## config.mk

```make
export PLATFORM = sky130hd
export DESIGN_NAME = pipe_hazard_ctrl_flat
export DESIGN_NICKNAME = d
export VERILOG_FILES = /design/src/rtl/pipe_hazard_ctrl_if.sv /design/src/rtl/pipe_hazard_ctrl.sv /design/src/flat_wrapper.sv
export SDC_FILE = /design/constraint.sdc
export NUM_CORES = 1
export LEC_CHECK = 0
export CAP_MARGIN = 20
export CORE_MARGIN = 2
export CORE_UTILIZATION = 55
export DETAILED_ROUTE_END_ITERATION = 10
export DONT_BUFFER_PORTS = 1
export GPL_ROUTABILITY_DRIVEN = 0
export PLACE_DENSITY_LB_ADDON = 0.15
export SETUP_SLACK_MARGIN = 0.05
export SLEW_MARGIN = 20
export SYNTH_ARGS = -nofsm -noshare
export SYNTH_HDL_FRONTEND = slang
export SYNTH_SLANG_ARGS = --single-unit
```

## constraint.sdc

```tcl
create_clock -name clock -period 3.6 [get_ports clock]
set_clock_uncertainty 0.2 [all_clocks]
set_input_delay 0.18 -clock clock [delete_from_list [all_inputs] [get_ports clock]]
set_output_delay 0.18 -clock clock [all_outputs]
set_load 0.05 [all_outputs]
```

## src/rtl/pipe_hazard_ctrl_if.sv

```systemverilog
// Hazard controller bundle: ID/EX/MEM hazard inputs, debug
// controls, and pipeline enable/flush outputs with perf counters.
interface pipe_hazard_ctrl_if;
   logic [4:0]  rs1ID;
   logic [4:0]  rs2ID;
   logic        useRs1ID;
   logic        useRs2ID;
   logic [4:0]  rdEX;
   logic        lwEX;
   logic        jumpTakedMEM;
   logic        haltReq;
   logic        stepReq;
   logic        pcWrite;
   logic        ifIdWrite;
   logic        ifIdFlush;
   logic        idExFlush;
   logic        exMemFlush;
   logic        halted;
   logic [31:0] stallCount;
   logic [31:0] flushCount;

   modport master (
      output rs1ID, rs2ID, useRs1ID, useRs2ID, rdEX, lwEX,
      output jumpTakedMEM, haltReq, stepReq,
      input  pcWrite, ifIdWrite, ifIdFlush, idExFlush, exMemFlush,
      input  halted, stallCount, flushCount
   );

   modport slave (
      input  rs1ID, rs2ID, useRs1ID, useRs2ID, rdEX, lwEX,
      input  jumpTakedMEM, haltReq, stepReq,
      output pcWrite, ifIdWrite, ifIdFlush, idExFlush, exMemFlush,
      output halted, stallCount, flushCount
   );
endinterface

```

## src/rtl/pipe_hazard_ctrl.sv

```systemverilog
// Load-use stall, branch flush and debug halt/step control.
// Define PIPE_HAZARD_PERF_CNT_EN to build the stall/flush counters.
module pipe_hazard_ctrl #(
   parameter int LOAD_STALL = 2
) (
   input logic               clock,
   input logic               reset,
   pipe_hazard_ctrl_if.slave hz
);

   typedef enum logic [1:0] {RUN, STALL, HALT, STEP} state_t;

   localparam logic [1:0] STALL_LOAD = 2'(LOAD_STALL - 1);
   localparam bit         MULTI      = (LOAD_STALL > 1);

   state_t     state;
   state_t     nextState;
   logic [1:0] cnt;
   logic [1:0] nextCnt;
   logic       toHalt;
   logic       nextToHalt;
   logic       haltedQ;
   logic       hazard;
   logic       flushHit;

   // Load-use hit between EX destination and ID sources
   always_comb begin
      hazard = hz.lwEX && (hz.rdEX != 5'd0) &&
               ((hz.useRs1ID && (hz.rs1ID == hz.rdEX)) ||
                (hz.useRs2ID && (hz.rs2ID == hz.rdEX)));
      flushHit = hz.jumpTakedMEM && (state != HALT);
   end

   // Next state: flush beats hazard, hazard beats halt
   always_comb begin
      nextState  = state;
      nextCnt    = cnt;
      nextToHalt = toHalt;
      unique case (state)
         RUN: begin
            if (flushHit) begin
               nextState = RUN;
            end else if (hazard) begin
               nextCnt    = STALL_LOAD;
               nextToHalt = 1'b0;
               if (MULTI) nextState = STALL;
            end else if (hz.haltReq) begin
               nextState = HALT;
            end
         end
         STALL: begin
            if (flushHit) begin
               nextState  = RUN;
               nextCnt    = 2'd0;
               nextToHalt = 1'b0;
            end else if (cnt <= 2'd1) begin
               nextState  = toHalt ? HALT : RUN;
               nextCnt    = 2'd0;
               nextToHalt = 1'b0;
            end else begin
               nextCnt = cnt - 2'd1;
            end
         end
         HALT: begin
            if (!hz.haltReq) nextState = RUN;
            else if (hz.stepReq) nextState = STEP;
         end
         STEP: begin
            nextState = HALT;
            if (!flushHit && hazard) begin
               nextCnt = STALL_LOAD;
               if (MULTI) begin
                  nextState  = STALL;
                  nextToHalt = 1'b1;
               end
            end
         end
         default: nextState = RUN;
      endcase
   end

   // State, stall down-counter and halted flag
   always_ff @(posedge clock or negedge reset) begin
      if (!reset) begin
         state   <= RUN;
         cnt     <= 2'd0;
         toHalt  <= 1'b0;
         haltedQ <= 1'b0;
      end else begin
         state   <= nextState;
         cnt     <= nextCnt;
         toHalt  <= nextToHalt;
         haltedQ <= (nextState == HALT);
      end
   end

   // Pipeline enables and bubbles, combinational on state and inputs
   always_comb begin
      hz.pcWrite    = 1'b1;
      hz.ifIdWrite  = 1'b1;
      hz.ifIdFlush  = 1'b0;
      hz.idExFlush  = 1'b0;
      hz.exMemFlush = 1'b0;
      if (!reset) begin
         hz.pcWrite    = 1'b0;
         hz.ifIdWrite  = 1'b0;
         hz.ifIdFlush  = 1'b1;
         hz.idExFlush  = 1'b1;
         hz.exMemFlush = 1'b1;
      end else if (state == HALT) begin
         hz.pcWrite   = 1'b0;
         hz.ifIdWrite = 1'b0;
         hz.idExFlush = 1'b1;
      end else if (flushHit) begin
         hz.ifIdFlush  = 1'b1;
         hz.idExFlush  = 1'b1;
         hz.exMemFlush = 1'b1;
      end else if ((state == STALL) || hazard) begin
         hz.pcWrite   = 1'b0;
         hz.ifIdWrite = 1'b0;
         hz.idExFlush = 1'b1;
      end
   end

   assign hz.halted = haltedQ;

`ifdef PIPE_HAZARD_PERF_CNT_EN
   logic [31:0] stallCnt;
   logic [31:0] flushCnt;
   logic        stallHit;

   assign stallHit = (state != HALT) && !flushHit &&
                     ((state == STALL) || hazard);

   // Free-running wrap-around performance counters
   always_ff @(posedge clock or negedge reset) begin
      if (!reset) begin
         stallCnt <= 32'd0;
         flushCnt <= 32'd0;
      end else begin
         if (stallHit) stallCnt <= stallCnt + 32'd1;
         if (flushHit) flushCnt <= flushCnt + 32'd1;
      end
   end

   assign hz.stallCount = stallCnt;
   assign hz.flushCount = flushCnt;
`else
   assign hz.stallCount = 32'd0;
   assign hz.flushCount = 32'd0;
`endif

endmodule

```

## src/flat_wrapper.sv

```systemverilog
// flat-port wrapper written by rule: the top's interface ports become plain ports
module pipe_hazard_ctrl_flat 
#(
   parameter int LOAD_STALL = 2
)
  (clock, reset, hz_rs1ID, hz_rs2ID, hz_useRs1ID, hz_useRs2ID, hz_rdEX, hz_lwEX, hz_jumpTakedMEM, hz_haltReq, hz_stepReq, hz_pcWrite, hz_ifIdWrite, hz_ifIdFlush, hz_idExFlush, hz_exMemFlush, hz_halted, hz_stallCount, hz_flushCount);
  pipe_hazard_ctrl_if hz_i ();
  input logic clock;
  input logic reset;
  input wire logic [$bits(hz_i.rs1ID)-1:0] hz_rs1ID;
  input wire logic [$bits(hz_i.rs2ID)-1:0] hz_rs2ID;
  input wire logic [$bits(hz_i.useRs1ID)-1:0] hz_useRs1ID;
  input wire logic [$bits(hz_i.useRs2ID)-1:0] hz_useRs2ID;
  input wire logic [$bits(hz_i.rdEX)-1:0] hz_rdEX;
  input wire logic [$bits(hz_i.lwEX)-1:0] hz_lwEX;
  input wire logic [$bits(hz_i.jumpTakedMEM)-1:0] hz_jumpTakedMEM;
  input wire logic [$bits(hz_i.haltReq)-1:0] hz_haltReq;
  input wire logic [$bits(hz_i.stepReq)-1:0] hz_stepReq;
  output wire logic [$bits(hz_i.pcWrite)-1:0] hz_pcWrite;
  output wire logic [$bits(hz_i.ifIdWrite)-1:0] hz_ifIdWrite;
  output wire logic [$bits(hz_i.ifIdFlush)-1:0] hz_ifIdFlush;
  output wire logic [$bits(hz_i.idExFlush)-1:0] hz_idExFlush;
  output wire logic [$bits(hz_i.exMemFlush)-1:0] hz_exMemFlush;
  output wire logic [$bits(hz_i.halted)-1:0] hz_halted;
  output wire logic [$bits(hz_i.stallCount)-1:0] hz_stallCount;
  output wire logic [$bits(hz_i.flushCount)-1:0] hz_flushCount;
  assign hz_i.rs1ID = hz_rs1ID;
  assign hz_i.rs2ID = hz_rs2ID;
  assign hz_i.useRs1ID = hz_useRs1ID;
  assign hz_i.useRs2ID = hz_useRs2ID;
  assign hz_i.rdEX = hz_rdEX;
  assign hz_i.lwEX = hz_lwEX;
  assign hz_i.jumpTakedMEM = hz_jumpTakedMEM;
  assign hz_i.haltReq = hz_haltReq;
  assign hz_i.stepReq = hz_stepReq;
  assign hz_pcWrite = hz_i.pcWrite;
  assign hz_ifIdWrite = hz_i.ifIdWrite;
  assign hz_ifIdFlush = hz_i.ifIdFlush;
  assign hz_idExFlush = hz_i.idExFlush;
  assign hz_exMemFlush = hz_i.exMemFlush;
  assign hz_halted = hz_i.halted;
  assign hz_stallCount = hz_i.stallCount;
  assign hz_flushCount = hz_i.flushCount;
  pipe_hazard_ctrl #(.LOAD_STALL(LOAD_STALL)) u_core (.clock(clock), .reset(reset), .hz(hz_i));
endmodule
```

==> flow_metrics.py <==
metrics = {
    "clocking": {
        "clk_pin_slew_ps": 50,
        "cts.htree.levels": 1,
        "clk_latency_ps": 250,
        "clock_sinks": 6,
        "clock_tree.buffer_depth": 2,
        "cts_tree": "yes",
        "ctsResizeCount": 0,
        "cts_buffers": 3,
        "post_cts_buffers": 0,
        "cts-root-buf": "clkbuf_4",
    },
    "critical_path": {
        "worstSetupEndpointType": "primary output",
        "path_class": "register to primary output",
        "crit_arrival_ps": 1870,
        "worst-path-buf-inv": 0,
        "critPathLaunchType": "register",
        "crit_family": "compound AO/OA/AOI/OAI gates",
        "crit_slowest_cell": "o211a_1",
        "r2r_setup_slack_ps": 1660,
        "crit_required_ps": 3220,
        "critPathMaxFanout": 10,
        "path_cells": "and2b_1, a21oi_1, o211a_1",
        "cpPeakStageDelay_ps": 730,
    },
    "die": {
        "start_util_pct": 59.3,
        "die-area_sq_um": 2270,
        "die_width_um": 47.6,
        "rows": 15,
        "dieHeight_um": 47.6,
        "core_region_area_sq_um": 1760,
        "boundaryPins": 93,
    },
    "drt": {
        "vias_per_cell": 4.19,
        "drtIter0Drc": 15,
        "route.vias.total": 667,
        "drt-total-wl_um": 1660,
        "wl_per_cell_um": 10.4,
        "ant_nets": 0,
        "drc_errors": 0,
        "dr.pass1.iters": 4,
    },
    "synthesis": {
        "ys_seq_area_share_pct": 14.4,
        "async_flop_share_pct": 100,
        "synth_enable_flop_cells": 0,
        "synthTopCellsByCount": "buf_4 (66), xnor2_1 (10), dfrtp_1 (6), nand2_1 (6), o21ai_0 (6)",
        "synth_top_cell_by_area": "buf_4",
        "ys_seq_elements": 6,
        "synth_area_leaders": "buf_4 (47%), dfrtp_1 (14%), xnor2_1 (8.4%)",
        "synth_cell_types": 32,
        "syn_avg_cell_area_sq_um": 7.98,
        "post-synth-top-count-cell": "buf_4",
        "synth_cells": 131,
        "synth_area_sq_um": 1050,
        "yosysWarnings": 0,
        "ys.flop_type": "dfrtp_1",
        "synth_top_area_share_pct": 47.4,
    },
    "sta": {
        "final_max_slew_viol_count": 0,
        "worstMarginPinSlew_ps": 864,
        "rsz0062_at_grt": "no",
        "setup_viol": 0,
        "hold_viol": 0,
        "worst_slew_margin_rel_pct": 42.5,
        "fmax_ghz": 0.445,
        "hold_slack_ps": 15.7,
        "tns_ps": 0,
        "fin_crit_ps": 2250,
        "layout_worst_path_cycle_share_pct": 62.5,
    },
    "cells_and_area": {
        "drive_gt1_share_pct": 6.72,
        "utilization_pct": 49.9,
        "n_antenna_cell": 0,
        "syn_to_final_growth_pct": -15.8,
        "fillers": 188,
        "final_cells": 159,
        "finalNetCount": 159,
    },
    "grt": {
        "grt_pass1_vias": 483,
        "grt_pass1_wl_um": 2130,
        "grt.overflow.total": 0,
        "grt_usage_pct": 13.9,
        "grt_max_degree": 11,
        "antenna_found_initial": 0,
    },
    "power_and_ir_drop": {
        "ir_drop_mv": 0.185,
        "p_leak_nw": 0.438,
        "powerDensity_nw_per_um2": 460,
        "total_power_mw": 0.405,
    },
    "outcome": {
        "status": "completed",
    },
    "placed_design": {
        "dpl.hpwl_um": 1390,
        "io_buffers": 0,
        "dp.cells": 152,
    },
    "run": {
        "maxCapViolCount": 0,
    },
    "worst_hold_path": {
        "hp-class": "primary input to register",
    },
}
[cells in the final DEF (no fill, tap or decap)]
| cell | n |
|---|---|
| conb_1 | 64 |
| xnor2_1 | 10 |
| nand2_1 | 6 |
| o21ai_0 | 6 |
| dfrtp_1 | 6 |
| dlygate4sd3_1 | 4 |
| nand2b_1 | 3 |
| nor2b_1 | 3 |
| a21oi_1 | 3 |
| clkbuf_4 | 3 |
| nand4_1 | 2 |
| o31ai_1 | 2 |
| o22a_1 | 2 |
| or4_4 | 1 |
| o21a_1 | 1 |
| o22ai_2 | 1 |
| nand2_2 | 1 |
| and2b_1 | 1 |
| a32oi_1 | 1 |
| nor3_1 | 1 |
| and2_1 | 1 |
| nand3_1 | 1 |
| a21boi_0 | 1 |
| a31o_2 | 1 |
| a211o_1 | 1 |
| o211a_1 | 1 |
| nand3b_1 | 1 |
| mux2_2 | 1 |
| o211ai_1 | 1 |
| inv_1 | 1 |
| and3_1 | 1 |
| o311a_1 | 1 |
| buf_4 | 1 |
[layout make-up]
cell class / instances / area, sq um / share of cell area [%]
Timing Repair Buffer: 5 / 47.5 / 5.40
Tap cell: 25 / 31.3 / 3.55
Inverter: 1 / 3.75 / 0.426
Sequential cell: 6 / 150 / 17.0
Clock buffer: 3 / 22.5 / 2.56
Multi-Input combinational cell: 119 / 626 / 71.0
[final timing paths]
check / from / end / cells past startpoint
setup / recovery: u_core.state[0] / hz_pcWrite / 3
hold / removal: hz_lwEX / u_core.state[1] / 3
setup reg to reg: u_core.state[0] / u_core.state[0] / 4
hold reg to reg: u_core.cnt[0] / u_core.cnt[0] / 2
max in group asynchronous: reset / u_core.toHalt / 1
min in group asynchronous: reset / u_core.state[0] / 1
[stage by stage]
| step | area, sq um | worst slack [ps] |
|---|---|---|
| floorplan | 1280 | 1490 |
| finish | 881 | 1350 |
| global route | 881 | 1280 |
| CTS | 881 | 1360 |
| global placement | 818 | 1440 |
| detailed placement | 818 | 1420 |
[tightest hold or removal path: cells and delay by family]
kind,cells,cell delay [ps]
compound gates,2,160
simple gates,1,80
[report_power, final]
part | leakage (nW) | switching [mW] | total (mW) | internal [mW]
Sequential | 0.0727 | 0.0215 | 0.0980 | 0.0765
Combinational | 0.352 | 0.206 | 0.243 | 0.0368
Clock | 0.0138 | 0.0264 | 0.0642 | 0.0379
[registers in the layout (all words and copies together), names as in the netlist]
| name | cells |
|---|---|
| u_core.toHalt | 1 |
| u_core.state | 2 |
| u_core.cnt | 2 |
| u_core.hz.halted | 1 |
[layer usage]
metal  global-route usage [%]  routed length [um]  up-vias
met5                        0                   0        -
met4                     6.49                  12        0
met3                     4.15                 244        4
met2                     21.4                 786       60
met1                     17.8                 611      289
li1                         -                   -      314
[kinds of logic after synthesis]
logic type,Yosys count,synth area share (%)
multiplexers,1,1.08
buffers and inverters,69,48.4
AND/OR/NAND/NOR,22,12.2
other,1,0.359
flip-flops,6,14.4
XOR/XNOR,10,8.37
AO/OA/AOI/OAI,22,15.2
[repair_timing]
| action | in CTS | in global routing |
|---|---|---|
| hold buffers | 4 | 0 |
| endpoints found under the setup margin | 0 | 0 |
| endpoints found under the hold margin | 11 | 0 |
No activity file was read; power rests on OpenSTA's default activity.
